## config.mk

```make
export PLATFORM = sky130hd
export DESIGN_NAME = mio_bus_ctrl
export DESIGN_NICKNAME = d
export VERILOG_FILES = /design/src/rtl/mio_bus_ctrl.sv
export SDC_FILE = /design/constraint.sdc
export NUM_CORES = 1
export LEC_CHECK = 0
export CORE_MARGIN = 8
export CORE_UTILIZATION = 45
export CTS_CLUSTER_SIZE = 28
export DETAILED_ROUTE_END_ITERATION = 8
export PLACE_DENSITY_LB_ADDON = 0.05
export SYNTH_ARGS = -nofsm -noshare
export SYNTH_HDL_FRONTEND = slang
export SYNTH_SLANG_ARGS = --single-unit
```

## constraint.sdc

```tcl
create_clock -name clk_i -period 7.3 [get_ports clk_i]
set_input_delay 2.19 -clock clk_i [delete_from_list [all_inputs] [get_ports clk_i]]
set_output_delay 2.19 -clock clk_i [all_outputs]
set_load 0.005 [all_outputs]
```

## src/rtl/mio_bus_ctrl.sv

```systemverilog
// Memory/IO bus controller behind the CPU MIO port: RAM with wait states, GPIO, free-running counter.
// Optional define MIO_TIMER_IRQ_EN adds a compare register at 0xF000_0004 driving timer_irq_o.
//   state | meaning
//   IDLE  | waiting for cpu_req_i; latches and decodes the access
//   WAIT  | RAM access in flight, down-counter runs to 0
//   RESP  | cpu_ready_o pulse, cpu_rdata_o valid
module mio_bus_ctrl #(
    parameter int RAM_WAIT = 2,
    parameter int RAM_AW   = 10
) (
    input  logic              clk_i,
    input  logic              reset_i,
    input  logic              cpu_req_i,
    input  logic              cpu_we_i,
    input  logic [31:0]       cpu_addr_i,
    input  logic [31:0]       cpu_wdata_i,
    output logic [31:0]       cpu_rdata_o,
    output logic              cpu_ready_o,
    output logic [RAM_AW-1:0] ram_addr_o,
    output logic              ram_we_o,
    output logic [31:0]       ram_wdata_o,
    input  logic [31:0]       ram_rdata_i,
    input  logic [31:0]       gpio_in_i,
    output logic [31:0]       gpio_out_o,
    output logic              bus_err_o,
    output logic              timer_irq_o
);

    localparam logic [1:0] ST_IDLE = 2'd0;
    localparam logic [1:0] ST_WAIT = 2'd1;
    localparam logic [1:0] ST_RESP = 2'd2;

    localparam logic [2:0] TGT_RAM  = 3'd0;
    localparam logic [2:0] TGT_GPIO = 3'd1;
    localparam logic [2:0] TGT_CNT  = 3'd2;
    localparam logic [2:0] TGT_ERR  = 3'd4;
`ifdef MIO_TIMER_IRQ_EN
    localparam logic [2:0] TGT_CMP  = 3'd3;
`endif

    localparam logic [3:0] WAIT_INIT = 4'(RAM_WAIT);

    logic [1:0]        state_q, state_d;
    logic [3:0]        wcnt_q, wcnt_d;
    logic [RAM_AW-1:0] raddr_q, raddr_d;
    logic [31:0]       wdata_q, wdata_d;
    logic [31:0]       rdata_q, rdata_d;
    logic              ram_we_q, ram_we_d;
    logic [31:0]       gpio_q, gpio_d;
    logic [31:0]       cnt_q, cnt_d;
    logic              err_q, err_d;
    logic [2:0]        tgt;
`ifdef MIO_TIMER_IRQ_EN
    logic [31:0]       cmp_q, cmp_d;
    logic              irq_q, irq_d;
`endif

    always_comb begin
        tgt = TGT_ERR;
        if (cpu_addr_i[1:0] == 2'b00) begin
            case (cpu_addr_i[31:28])
                4'h0: tgt = TGT_RAM;
                4'hE: tgt = TGT_GPIO;
                4'hF: begin
                    if (cpu_addr_i[27:0] == 28'h0) tgt = TGT_CNT;
`ifdef MIO_TIMER_IRQ_EN
                    else if (cpu_addr_i[27:0] == 28'h4) tgt = TGT_CMP;
`endif
                end
                default: tgt = TGT_ERR;
            endcase
        end
    end

    always_comb begin
        state_d  = state_q;
        wcnt_d   = wcnt_q;
        raddr_d  = raddr_q;
        wdata_d  = wdata_q;
        rdata_d  = rdata_q;
        ram_we_d = 1'b0;
        gpio_d   = gpio_q;
        cnt_d    = cnt_q + 32'd1;
        err_d    = err_q;
`ifdef MIO_TIMER_IRQ_EN
        cmp_d    = cmp_q;
        irq_d    = irq_q | (cnt_q == cmp_q);
`endif
        case (state_q)
            ST_IDLE: begin
                if (cpu_req_i) begin
                    raddr_d = cpu_addr_i[RAM_AW+1:2];
                    wdata_d = cpu_wdata_i;
                    if (tgt == TGT_RAM) begin
                        state_d  = ST_WAIT;
                        wcnt_d   = WAIT_INIT;
                        ram_we_d = cpu_we_i;
                    end else begin
                        // Peripheral writes land on the edge entering RESP, so they are visible with the ready pulse.
                        state_d = ST_RESP;
                        rdata_d = 32'h0;
                        case (tgt)
                            TGT_GPIO: if (cpu_we_i) gpio_d = cpu_wdata_i; else rdata_d = gpio_in_i;
                            TGT_CNT:  if (cpu_we_i) cnt_d = cpu_wdata_i; else rdata_d = cnt_q;
`ifdef MIO_TIMER_IRQ_EN
                            TGT_CMP: begin
                                if (cpu_we_i) begin
                                    cmp_d = cpu_wdata_i;
                                    irq_d = 1'b0;
                                end else begin
                                    rdata_d = cmp_q;
                                end
                            end
`endif
                            default: err_d = 1'b1;
                        endcase
                    end
                end
            end
            ST_WAIT: begin
                if (wcnt_q == 4'd0) begin
                    state_d = ST_RESP;
                    rdata_d = ram_rdata_i;
                end else begin
                    wcnt_d = wcnt_q - 4'd1;
                end
            end
            ST_RESP: state_d = ST_IDLE;
            default: state_d = ST_IDLE;
        endcase
    end

    always_ff @(posedge clk_i or posedge reset_i) begin
        if (reset_i) begin
            state_q  <= ST_IDLE;
            wcnt_q   <= 4'd0;
            raddr_q  <= '0;
            wdata_q  <= 32'h0;
            rdata_q  <= 32'h0;
            ram_we_q <= 1'b0;
            gpio_q   <= 32'h0;
            cnt_q    <= 32'h0;
            err_q    <= 1'b0;
`ifdef MIO_TIMER_IRQ_EN
            cmp_q    <= 32'hFFFF_FFFF;
            irq_q    <= 1'b0;
`endif
        end else begin
            state_q  <= state_d;
            wcnt_q   <= wcnt_d;
            raddr_q  <= raddr_d;
            wdata_q  <= wdata_d;
            rdata_q  <= rdata_d;
            ram_we_q <= ram_we_d;
            gpio_q   <= gpio_d;
            cnt_q    <= cnt_d;
            err_q    <= err_d;
`ifdef MIO_TIMER_IRQ_EN
            cmp_q    <= cmp_d;
            irq_q    <= irq_d;
`endif
        end
    end

    // Drive the RAM from the live CPU address while idle so read data is ready even with zero wait states.
    assign ram_addr_o  = (state_q == ST_IDLE) ? cpu_addr_i[RAM_AW+1:2] : raddr_q;
    assign ram_we_o    = ram_we_q;
    assign ram_wdata_o = wdata_q;
    assign cpu_ready_o = (state_q == ST_RESP);
    assign cpu_rdata_o = rdata_q;
    assign gpio_out_o  = gpio_q;
    assign bus_err_o   = err_q;
`ifdef MIO_TIMER_IRQ_EN
    assign timer_irq_o = irq_q;
`else
    assign timer_irq_o = 1'b0;
`endif

endmodule

```

Word level (Yosys, flattened, before mapping)
Cells that the tools add are included.
{"block": "word_totals", "reg_bits": 146, "in_bits": 132, "elab_cells": 65}
{"block": "op_classes", "n_addsub": 2, "bitwise": 2, "n_eq_ne": 11, "n_reduce_logical": 14, "mux": 27}
{"operator": "32-bit two-way mux", "n": 10}
{"operator": "32-bit one-hot mux with 2 select lines", "n": 2}
{"operator": "32-bit by 1-bit adder with 32-bit output, second input constant", "n": 1}
{"operator": "28-bit logical NOT", "n": 1}
{"operator": "4-bit two-way mux", "n": 3}
{"operator": "4-bit AND reduction", "n": 3}
{"operator": "10-bit two-way mux", "n": 1}
{"operator": "2-bit inequality test, second input constant", "n": 5}
{"operator": "3-bit one-hot mux with 3 select lines", "n": 1}
{"operator": "4-bit == test, second input constant", "n": 2}
{"operator": "4-bit logical NOT", "n": 2}
{"operator": "4-bit one-hot mux with 2 select lines", "n": 1}
{"operator": "2-bit two-way mux", "n": 3}
{"operator": "3-bit two-way mux", "n": 2}
{"operator": "5-bit AND reduction", "n": 1}
{"operator": "2-bit logical NOT", "n": 2}
{"operator": "2-bit one-hot mux with 2 select lines", "n": 1}
{"operator": "2-bit AND reduction", "n": 2}
{"operator": "4-bit by 1-bit subtractor with 4-bit output, second input constant", "n": 1}
{"operator": "3-bit by 1-bit == test with 1-bit output, second input constant", "n": 1}
{"operator": "3-bit by 2-bit == test with 1-bit output, second input constant", "n": 1}
{"operator": "3-bit logical NOT", "n": 1}
{"operator": "1-bit two-way mux", "n": 3}
{"operator": "2-bit by 1-bit == test with 1-bit output, second input constant", "n": 1}
{"operator": "other kinds (4)", "n": 5}

Logic depth before layout (Yosys ltp)
{"block": "depth", "ltp_word": 9, "ltp_mapped": 9, "ltp_nobuf": 7}

Worst setup path before layout
OpenSTA, ideal clock, no wires.
{"block": "synth_path", "path_kind": "input port to output port", "startpoint": "input cpu_addr_i[2]", "endpoint": "output ram_addr_o[0]", "t_arrival_ps": 2445, "path_slack_ps": 2665, "n_path_buf": 0, "required_time_ps": 5110, "cell_stages": 1, "cell_sequence": "mux2_2"}
{"block": "synth_via", "elab_chain_cells": 1}
{"element": "start, declared", "line": "15", "source": "input logic [31:0] cpu_addr_i,"}
{"element": "10-bit two-way mux", "line": "166", "source": "assign ram_addr_o = (state_q == ST_IDLE) ? cpu_addr_i[RAM_AW+1:2] : raddr_q;"}
{"element": "end, declared", "line": "19", "source": "output logic [RAM_AW-1:0] ram_addr_o,"}
Every way passes these cells.

Final worst setup path
Same ends and word-level chain as after synthesis.

==> results.ini <==
[outcome]
status = finished, final reports clean

[yosys]
ys_warn_count = 0
seq_area_frac_synth = 0.533
syn_nets = 820
syn_inst = 686
ys_seq_elements = 146
synth_edf_count = 0
synth_area_mm2 = 0.00686
synthFlopType = dfrtp_1
synthArstFlopShare = 1.00
yosysUniqueCellTypes = 42
avgSynthCellArea_um2 = 9.99

[global_route]
first_global_vias = 6175
grt_use_met3 = 0.0776
busiest_layer = met2
grt_pass1_wl_mm = 34.5
grt_overflow_total = 0
grt_use_met1 = 0.296
antenna_found_initial = 0
grt_start_max_net_pins = 98
grt_usage = 0.224
grt_use_met2 = 0.343

[drt]
viasPerCell = 5.37
wl_per_cell_um = 19.5
drt-initial-drc-count = 339
drc = 0
drtAntennaViolNets = 0
drt-pass1-iter-count = 4
routed-via-count = 5936
routed_wl_mm = 21.6

[sta]
skew_ps = 11.9
rsz0062_at_grt = no
timing.hold.ws_ps = 468
worst_slack_ps = 1720
slew_violations = 0
fmax_mhz = 179
hold_violations = 0
slew_headroom = 0.274
setup_viol = 0
tns_ps = 0
tightest_slew_ps = 1090
timing.final.crit_period_ps = 5580
post-route-period-util = 0.765

[placement]
gp_congestion = 0.825
post-place-ws_ps = 1720
dp_hpwl_mm = 15.9
portBuffers = 240

[clock_tree]
hold_buffers = 0
root_buffer = clkbuf_16
clk_pin_slew_worst_paths_ps = 60
cts_made_buffers = 17
cts-resized-gates = 0
clock-sinks = 146
cts_setup_buffers = 0
cts_buffer_depth = 2
cts_tree = yes
h-tree-depth = 4
clock_latency_ps = 420

[setup_path]
crit_path_cell_trace = clkdlybuf4s50_1 > mux2_2 > clkdlybuf4s50_1
cp.required_ps = 5110
critPathKind = in -> out
critPathArrivalTime_ps = 3390
cpPeakStageDelay_ps = 460
critPathBufInv = 2
critPathCaptureType = output port
crit_top_cell = clkdlybuf4s50_1
critPathMaxFanout = 3
worstSetupStartpointType = input pin
crit_slowest_cell = clkdlybuf4s50_1
cpLargestDelayFamily = buffers and inverters

[power_and_ir_drop]
pwr-share-seq = 0.370
peakVddDrop_mv = 0.194
switching_share = 0.311
p_sw_mw = 0.960
internal-power_mw = 2.13
cellLeakagePower_nw = 4.35
power_density_mw_per_mm2 = 311
power.share.clock = 0.274
pwr-share-comb = 0.356

[die]
core_area_mm2 = 0.0150
die_w_um = 139
initial_core_util = 0.456
ios = 242
die-height_um = 139
die_area_mm2 = 0.0194
num_rows = 45

[final_layout]
area_growth_pct = 44.9
layout-drive-gt1-share = 0.0882
n_fill_cell = 1217
fin_nets = 1040
num_antenna_cells = 0

[flow_run]
maxCapViolations = 0

[min_path]
hold_class = reg -> reg

[synth_stat cells, drive strengths merged (8+ instances only)]
master  count  area share
o31ai      32       0.035
mux2       44       0.083
dfrtp     146        0.53
buf        22       0.018
xnor2      12       0.015
clkbuf     23       0.013
xor2       18       0.023
a21oi      36       0.026
nor2       67       0.037
nand3      15       0.011
a221oi     32       0.041
nand2     170       0.093
nand4       8      0.0073
nor4       12       0.016
[per-layer routing]
| layer | part of all wire | wire length (µm) |
|---|---|---|
| met1 | 0.44 | 9580 |
| met2 | 0.45 | 9820 |
| met3 | 0.089 | 1910 |
| met4 | 0.013 | 272 |
| met5 | 0 | 0 |
[power by group through the flow]
stage	Combinational (mW)	Sequential, mW	Clock (mW)
3_5_place_dp	1.11	1.15	0
3_3_place_gp	1.09	1.15	0
5_1_grt	1.21	1.17	0.905
4_1_cts	1.11	1.15	0.868
6_report	1.10	1.14	0.848
2_1_floorplan	0.461	1.15	0
[kinds of logic after synthesis]
logic type / count (synthesis) / synth area share
AOI/OAI and AO/OA: 109 / 0.110
xor gates and xnor gates: 30 / 0.0383
adders and majority gates: 2 / 0.00365
buffers and inverters: 51 / 0.0341
DFF: 146 / 0.533
muxes: 45 / 0.0847
other: 1 / 0.000547
and+or+nand+nor: 302 / 0.196
[final cells by class]
class	count	area [µm²]	area share
Clock buffer	19	443	0.0446
Clock inverter	12	134	0.0135
Inverter	6	27.5	0.00277
Multi-Input combinational cell	489	2990	0.301
Sequential cell	146	3650	0.368
Tap cell	188	235	0.0237
Timing Repair Buffer	246	2450	0.246
[worst min-delay path: stages, from the launching register on]
cell and delay [ps]:
dfrtp_1 330, nand2_1 50, nand2_1 60
[layout by cell type (no fill, tap or decap), types with 4 or more instances in the layout]
cell,count
mux2_2,13
nand4_1,8
nor4_1,8
a221oi_1,32
mux2_1,11
inv_1,5
nand2_1,169
mux2_4,20
xnor2_1,12
xor2_1,18
o21ai_0,5
clkdlybuf4s50_1,240
and3_1,6
clkinv_4,4
dfrtp_1,146
buf_4,6
a21oi_1,36
nand3_1,15
o31ai_1,32
nor2_1,67
clkbuf_16,17
and4_1,6
[final timing paths]
check	start	to	slack, ps	cells past startpoint
worst max register to register	state_q[0]$_DFFE_PP0P_	gpio_out_o[22]$_DFFE_PP0P_	4330	5
worst min register to register	ram_wdata_o[14]$_DFFE_PP0P_	ram_wdata_o[14]$_DFFE_PP0P_	470	2
worst min-delay path	ram_wdata_o[14]$_DFFE_PP0P_	ram_wdata_o[14]$_DFFE_PP0P_	470	2
max in group asynchronous	reset_i	cpu_rdata_o[12]$_DFFE_PP0P_	3700	3
worst max-delay path	cpu_addr_i[2]	ram_addr_o[0]	1720	3
min in group asynchronous	reset_i	gpio_out_o[10]$_DFFE_PP0P_	2360	2
[state kept, by name, summed over array words and instances (netlist names)]
name	cells
cnt_q	32
cpu_rdata_o	32
gpio_out_o	32
ram_wdata_o	32
raddr_q	10
wcnt_q	4
state_q	2
bus_err_o	1
ram_we_o	1
[through the flow]
step	cell area, µm²	power, mW	utilization	instances
after floorplan	6860	1.61	-	686
after global placement	9360	2.24	0.622	1075
after detailed placement	9360	2.26	0.622	1075
after CTS	9930	3.13	0.661	1106
after global routing	9930	3.28	0.661	1106
final	9930	3.09	0.661	1106
Power figures use the tool's default switching activity.
